--- config.mk ---
export PLATFORM = sky130hd
export DESIGN_NAME = zle_enc
export DESIGN_NICKNAME = d
export VERILOG_FILES = /design/src/rtl/zle_enc.sv
export SDC_FILE = /design/constraint.sdc
export NUM_CORES = 1
export LEC_CHECK = 0
export ABC_AREA = 1
export CAP_MARGIN = 10
export CORE_MARGIN = 2
export CORE_UTILIZATION = 63
export DETAILED_ROUTE_END_ITERATION = 7
export DONT_BUFFER_PORTS = 1
export PLACE_DENSITY = 0.82
export SYNTH_ARGS = -nofsm -noshare
export SYNTH_HDL_FRONTEND = slang
export SYNTH_SLANG_ARGS = --single-unit
export TNS_END_PERCENT = 10
--- constraint.sdc ---
create_clock -name clock -period 1.75 [get_ports clock]
set_input_delay 0.2625 -clock clock [delete_from_list [all_inputs] [get_ports clock]]
set_output_delay 0.2625 -clock clock [all_outputs]
set_load 0.01 [all_outputs]
--- src/rtl/zle_enc.sv ---
// Zero run-length encoder: runs of zero words become run-count tokens,
// nonzero words pass through as literals, EOS is forwarded as a token.
// Mealy outputs; all handshake outputs are combinational from state and inputs.
module zle_enc #(
   parameter int W      = 16,
   parameter int MAXRUN = 16
) (
   input  logic         clock,
   input  logic         reset,
   input  logic         i_v,
   input  logic [W-1:0] i_d,
   input  logic         i_eos,
   output logic         i_b,
   output logic         o_v,
   output logic [W-1:0] o_d,
   output logic         o_run,
   output logic         o_eos,
   input  logic         o_b
);

   localparam int CW = $clog2(MAXRUN+1);

   localparam logic [1:0] START    = 2'd0;
   localparam logic [1:0] ZEROS    = 2'd1;
   localparam logic [1:0] PENDING  = 2'd2;
   localparam logic [1:0] EOS_PEND = 2'd3;

   logic [1:0]    state_q, state_d;
   logic [CW-1:0] cnt_q, cnt_d;
   logic [W-1:0]  hold_q, hold_d;

   logic          ib, ov, orun, oeos;
   logic [W-1:0]  od;
   logic          zero;

   assign zero = !i_eos && (i_d == '0);

   // next-state and token selection; nothing moves while the consumer stalls
   always_comb begin
      state_d = state_q;
      cnt_d   = cnt_q;
      hold_d  = hold_q;
      ib      = 1'b1;
      ov      = 1'b0;
      od      = '0;
      orun    = 1'b0;
      oeos    = 1'b0;
      case (state_q)
         START: begin
            if (!o_b) begin
               ib = 1'b0;
               if (i_v) begin
                  if (i_eos) begin
                     ov   = 1'b1;
                     oeos = 1'b1;
                  end else if (zero) begin
                     cnt_d   = CW'(1);
                     state_d = ZEROS;
                  end else begin
                     ov = 1'b1;
                     od = i_d;
                  end
               end
            end
         end
         ZEROS: begin
            if (!o_b) begin
               ib = 1'b0;
               if (i_v) begin
                  if (i_eos) begin
                     ov      = 1'b1;
                     orun    = 1'b1;
                     od      = W'(cnt_q);
                     state_d = EOS_PEND;
                  end else if (zero) begin
                     if (cnt_q == CW'(MAXRUN)) begin
                        // full run goes out; this zero opens the next run
                        ov    = 1'b1;
                        orun  = 1'b1;
                        od    = W'(cnt_q);
                        cnt_d = CW'(1);
                     end else begin
                        cnt_d = cnt_q + CW'(1);
                     end
                  end else begin
                     ov      = 1'b1;
                     orun    = 1'b1;
                     od      = W'(cnt_q);
                     hold_d  = i_d;
                     state_d = PENDING;
                  end
               end
            end
         end
         PENDING: begin
            if (!o_b) begin
               ov      = 1'b1;
               od      = hold_q;
               hold_d  = '0;
               state_d = START;
            end
         end
         EOS_PEND: begin
            if (!o_b) begin
               ov      = 1'b1;
               oeos    = 1'b1;
               cnt_d   = '0;
               state_d = START;
            end
         end
         default: begin
            state_d = 'x;
            cnt_d   = 'x;
            hold_d  = 'x;
            ib      = 1'bx;
            ov      = 1'bx;
            od      = 'x;
            orun    = 1'bx;
            oeos    = 1'bx;
         end
      endcase
   end

   // state, run counter and held literal
   always_ff @(posedge clock or negedge reset) begin
      if (!reset) begin
         state_q <= START;
         cnt_q   <= '0;
         hold_q  <= '0;
      end else begin
         state_q <= state_d;
         cnt_q   <= cnt_d;
         hold_q  <= hold_d;
      end
   end

   // outputs forced idle while reset is asserted
   always_comb begin
      i_b   = !reset || ib;
      o_v   = reset && ov;
      o_d   = reset ? od : '0;
      o_run = reset && orun;
      o_eos = reset && oeos;
   end

endmodule

== Yosys cells after proc, flatten, opt, wreduce, memory -nomap -nowiden ==
Cells that the tools add are included.

* Output and inout port bits: 20
* Word-level logic and storage cells: 94
* Bits of input ports: 21
* Register bits: 23

* Reduce and logical (&&, ||, !) cells: 16
* Muxes and demuxes: 57
* Eq/ne operators: 17
* Add/sub/neg operators: 1

{| class="wikitable"
|+ Operators by type and width
! cell !! count
|-
| 16-bit 2-to-1 mux || 15
|-
| 5-bit 2-to-1 mux || 11
|-
| 16-bit one-hot mux with 3 select lines || 1
|-
| 16-bit one-hot mux with 2 select lines || 1
|-
| 2-bit != test, second input constant || 12
|-
| 2-bit 2-to-1 mux || 9
|-
| 16-bit logical NOT || 1
|-
| 1-bit 2-to-1 mux || 16
|-
| 5-bit one-hot mux with 3 select lines || 1
|-
| 10-bit AND reduction || 1
|-
| 8-bit AND reduction || 1
|-
| 2-bit one-hot mux with 3 select lines || 1
|-
| 6-bit AND reduction || 1
|-
| 5-bit by 1-bit adder with 5-bit output, second input constant || 1
|-
| 5-bit == test, second input constant || 1
|-
| 2-bit == test, second input constant || 2
|-
| 1-bit logical AND || 4
|-
| 2-bit OR reduction || 2
|-
| 3-bit != test, second input constant || 1
|-
| 1-bit one-hot mux with 3 select lines || 1
|-
| 3-bit nonzero test || 1
|-
| 2-bit by 1-bit == test with 1-bit output, second input constant || 1
|-
| 1-bit logical NOT || 2
|-
| 2-bit logical NOT || 1
|-
| other kinds (3) || 3
|}

== Longest topological paths before layout ==
* Word-level depth: 8
* Gate-level depth with buffers: 10
* Gate-level depth less buffers: 10

== Least setup slack after synthesis ==
Ideal clock, no wire load.

* Path kind: reg2out
* From: register state_q[0]
* To: output port o_eos
* Data arrival time: 1.543 ns
* Required time: 1.487 ns
* Slack: -0.056 ns
* Cell stages (with the launch flop): 6
* Path through: dfrtp_1 > inv_1 > ha_1 > buf_2 > nand3_1 > a2111oi_0

* Word-level cells in the longest chain between the ends: 3
* Elaborated cells on any way between the ends: 4
* Classes of those cells: 1 x eq/ne; 1 x mux; 2 x reduce/logical

{| class="wikitable"
|+ RTL lines
! what !! RTL line !! text
|-
| start, declared || 28 || <nowiki>logic [1:0] state_q, state_d;</nowiki>
|-
| start signal, assigned || 131 || <nowiki>state_q <= state_d;</nowiki>
|-
| 2-bit == test or 2-bit logical NOT (tied branches) || 48 || <nowiki>case (state_q)</nowiki>
|-
| 1-bit one-hot mux with 2 select lines (*) || 48 ||
|-
| 1-bit logical AND (*) || 143 || <nowiki>o_eos = reset && oeos;</nowiki>
|-
| end, declared || 17 || <nowiki>output logic o_eos,</nowiki>
|}

Mark *: on every way between the ends. The rest lies on a longest branch, timed or not.

== Worst setup path after layout ==
* From: register cnt_q[0]
* To: output port o_d[0]

* Word-level cells in the longest chain between the ends: 8

{| class="wikitable"
|+ RTL lines
! what !! RTL line !! text
|-
| start, declared || 29 || <nowiki>logic [CW-1:0] cnt_q, cnt_d;</nowiki>
|-
| start signal, assigned || 132 || <nowiki>cnt_q <= cnt_d;</nowiki>
|-
| 5-bit == test || 76 || <nowiki>if (cnt_q == CW'(MAXRUN)) begin</nowiki>
|-
| 5-bit 2-to-1 mux || 76 ||
|-
| 16-bit 2-to-1 mux || 75 || <nowiki>end else if (zero) begin</nowiki>
|-
| 16-bit 2-to-1 mux (*) || 70 || <nowiki>if (i_eos) begin</nowiki>
|-
| 16-bit 2-to-1 mux (*) || 69 || <nowiki>if (i_v) begin</nowiki>
|-
| 16-bit 2-to-1 mux (*) || 67 || <nowiki>if (!o_b) begin</nowiki>
|-
| 16-bit one-hot mux with 3 select lines (*) || 48 ||
|-
| 16-bit 2-to-1 mux (*) || 141 || <nowiki>o_d = reset ? od : '0;</nowiki>
|-
| end, declared || 15 || <nowiki>output logic [W-1:0] o_d,</nowiki>
|}

Marks and branches as above.

==> metrics.yaml <==
track_usage: 0.329
antenna_found_initial: 0
synth_edf_count: 0
wl_per_cell_um: 18.0
min_period_over_period: 1.20
status: "complete, but fails checks"
grt_pass1_vias: 1881
cp-start-kind: "flop"
synth_seq_cells: 23
die_area_sq_um: 3460
rr_worst_depth: 10
crit_family: "simple AND/OR/NAND/NOR gates"
finalHoldViolations: 0
routed_wl_um: 5700
min-delay-start: "i_d[6]"
r2r-start: "state_q[1]$_DFFE_PN0P_"
gp_congestion: 0.900
synth_nets: 290
max_stage_delay_ps: 430
via_count: 2041
swShare: 0.494
hold_path_end: "hold_q[6]$_DFFE_PN0P_"
placedCellCount: 304
hold_depth: 2
failed_checks: "design-rule violations, negative setup slack"
fillers: 181
intPower_uw: 1880
vias_per_cell: 6.46
synth-seq-area-share: 0.304
fin_skew_ps: 3.57
path_clk_slew_ps: 140
grt_start_max_net_pins: 33
cts_buffer_depth: 2
rows: 19
p_sw_uw: 1830
hold_class: "in2reg"
syn_area_sq_um: 1890
synthArstFlopShare: 1.00
insertion_delay_ps: 330
root_buffer: "clkbuf_4"
critPathKind: "reg2out"
worstMarginPinSlew_ps: 1130
start_util: 0.675
cap_violations: 0
tns_ps: -5890
synth_ff_type: "dfrtp_1"
n_antenna_cell: 0
max_slew_margin: 0.245
worst_ep_required_time_ps: 1490
coreArea_sq_um: 2810
cts_made_buffers: 3
fin_crit_ps: 2110
grt_pass1_wl_um: 8700
drive_gt1_frac: 0.372
worstPathArrival_ps: 1840
finalWorstSetupSlack_ps: -356
rrSetupSlack_ps: -60
firstDrtPassIters: 7
hpwlAfterDp_um: 3660
drtIter0Drc: 199
crit_chain: "inv_2 > ha_4 > nand2_1 > nor2_2 > nand2_2 > nand3_4 > nand3_2 > a31oi_1 > buf_4"
synth_cells: 263
combPwrFrac: 0.667
crit_buf_inv: 2
rsz0062_at_grt: "true"
io_buffers: 0
timing.fmax_ghz: 0.475
grt_overflow: 0
ir_worst_vdd_mv: 1.11
io_pins: 41
reg2reg_to: "cnt_q[0]$_DFFE_PN0P_"
drv_slew: 0
nNetsFinal: 313
die_w_um: 58.8
numClockSinks: 23
post_synth.cell_area_avg_sq_um: 7.20
stdcell_count: 316
p_seq_frac: 0.260
crit_slowest_cell: "dfrtp_1"
synth_warnings: 0
crit_path_max_fanout: 3
endpoint_kind: "primary output"
htreeDepth: 1
synth_cell_types: 30
powerDensity_nw_per_um2: 1630
antenna_left: 0
cts_tree: "done"
setup_violations: 30
p_clk_frac: 0.073
layout-area-overhead-vs-synth_pct: 20.4
drcViolationCount: 2
leakage_uw: 0.00101
dieHeight_um: 58.8
[how the worst max path moves through the flow]
stage | endpoint | cells past startpoint | start
final | o_d[0] | 9 | cnt_q[0]$_DFFE_PN0P_
after global routing | o_d[0] | 9 | cnt_q[0]$_DFFE_PN0P_
after CTS | o_d[4] | 9 | state_q[1]$_DFFE_PN0P_
after detailed placement | o_d[3] | 6 | state_q[1]$_DFFE_PN0P_
after global placement | o_d[2] | 7 | state_q[1]$_DFFE_PN0P_
after floorplan | o_d[10] | 7 | state_q[0]$_DFFE_PN0P_
[routing by layer]
metal	track usage	wire (um)	vias up
met5	0	0	-
met4	0.107	197	0
met3	0.0725	640	31
met2	0.538	2710	146
met1	0.433	2150	938
li1	-	-	926
[Yosys cell counts (2+ instances only)]
cell type | number | share of area
nand2_1 | 76 | 0.15
dfrtp_1 | 23 | 0.30
inv_1 | 19 | 0.038
nor2_1 | 19 | 0.038
nand3_1 | 17 | 0.045
o21ai_2 | 17 | 0.079
a21oi_1 | 16 | 0.042
nand4_1 | 16 | 0.053
o21bai_1 | 7 | 0.028
ha_1 | 6 | 0.040
nand2_2 | 6 | 0.020
o21ai_0 | 5 | 0.013
buf_6 | 4 | 0.024
nor2_4 | 4 | 0.024
buf_2 | 3 | 0.0079
clkbuf_1 | 3 | 0.0059
nand2_4 | 3 | 0.018
nand3_2 | 3 | 0.016
a31oi_1 | 2 | 0.0066
clkinv_1 | 2 | 0.0040
inv_2 | 2 | 0.0040
o21ai_1 | 2 | 0.0053
[registers in the layout, summed over array words and instances (netlist names)]
signal / count
cnt_q: 5
state_q: 2
hold_q: 16
[placed cells by master, fill, tap and decap left out, types with 5 or more instances in the layout]
master / count
a21oi_2: 12
buf_4: 24
dfrtp_1: 23
inv_1: 12
inv_2: 7
nand2_1: 72
nand2_2: 10
nand3_1: 14
nand3_2: 5
nand4_1: 16
nor2_1: 15
nor2_2: 5
o21ai_0: 5
o21ai_2: 17
o21bai_1: 7
[metrics by stage]
step	hold WS, ps	utilization	setup WS, ps	total power [uW]	instance area, sq um
after floorplan	-33.1	-	-10.9	2490	1890
after global placement	-32.7	0.726	-4.27	2920	2040
after detailed placement	-32.7	0.726	-83.0	3020	2040
after CTS	70.0	0.790	-305	3470	2220
after global routing	64.9	0.813	-436	3940	2280
final	63.6	0.813	-356	3710	2280
[kinds of logic after synthesis]
group | Yosys count | share of synthesized area
AOI/OAI and AO/OA | 53 | 0.193
DFF | 23 | 0.304
buffers and inverters | 34 | 0.0872
and+or+nand+nor | 147 | 0.376
adders and majority gates | 6 | 0.0397
[worst register-to-register path: stages (launching register included)]
cell	delay, ps
dfrtp_1	430
buf_4	140
ha_2	190
clkinv_2	70
buf_4	230
nand2_1	100
nor2_2	180
nand2_4	110
nor2_4	170
nand2_1	70
nand2_1	80
[power groups by stage]
stage	combinational [uW]	sequential [uW]	clock [uW]
5_1_grt	2680	986	280
3_5_place_dp	2060	954	0
6_report	2470	965	270
2_1_floorplan	1560	924	0
3_3_place_gp	1980	944	0
4_1_cts	2260	946	264
[timing repair]
item,4_1_cts,5_1_grt
endpoints found under the setup margin,37,41
gates cloned,1,0
pin swaps,7,12
hold endpoints to repair,23,0
hold buffers,1,0
gates resized for setup,36,10
setup buffers,3,3
[final cells by class]
| type | count | area (sq um) | share of cell area |
|---|---|---|---|
| well taps | 31 | 38.8 | 0.0170 |
| repair buffers | 29 | 253 | 0.111 |
| multi-input cells | 206 | 1290 | 0.567 |
| inverters | 23 | 92.6 | 0.0406 |
| flip-flops and latches | 23 | 576 | 0.252 |
| clock inverters | 1 | 5.00 | 0.00220 |
| clock buffers | 3 | 22.5 | 0.00988 |
(Power assumes the default switching activity.)
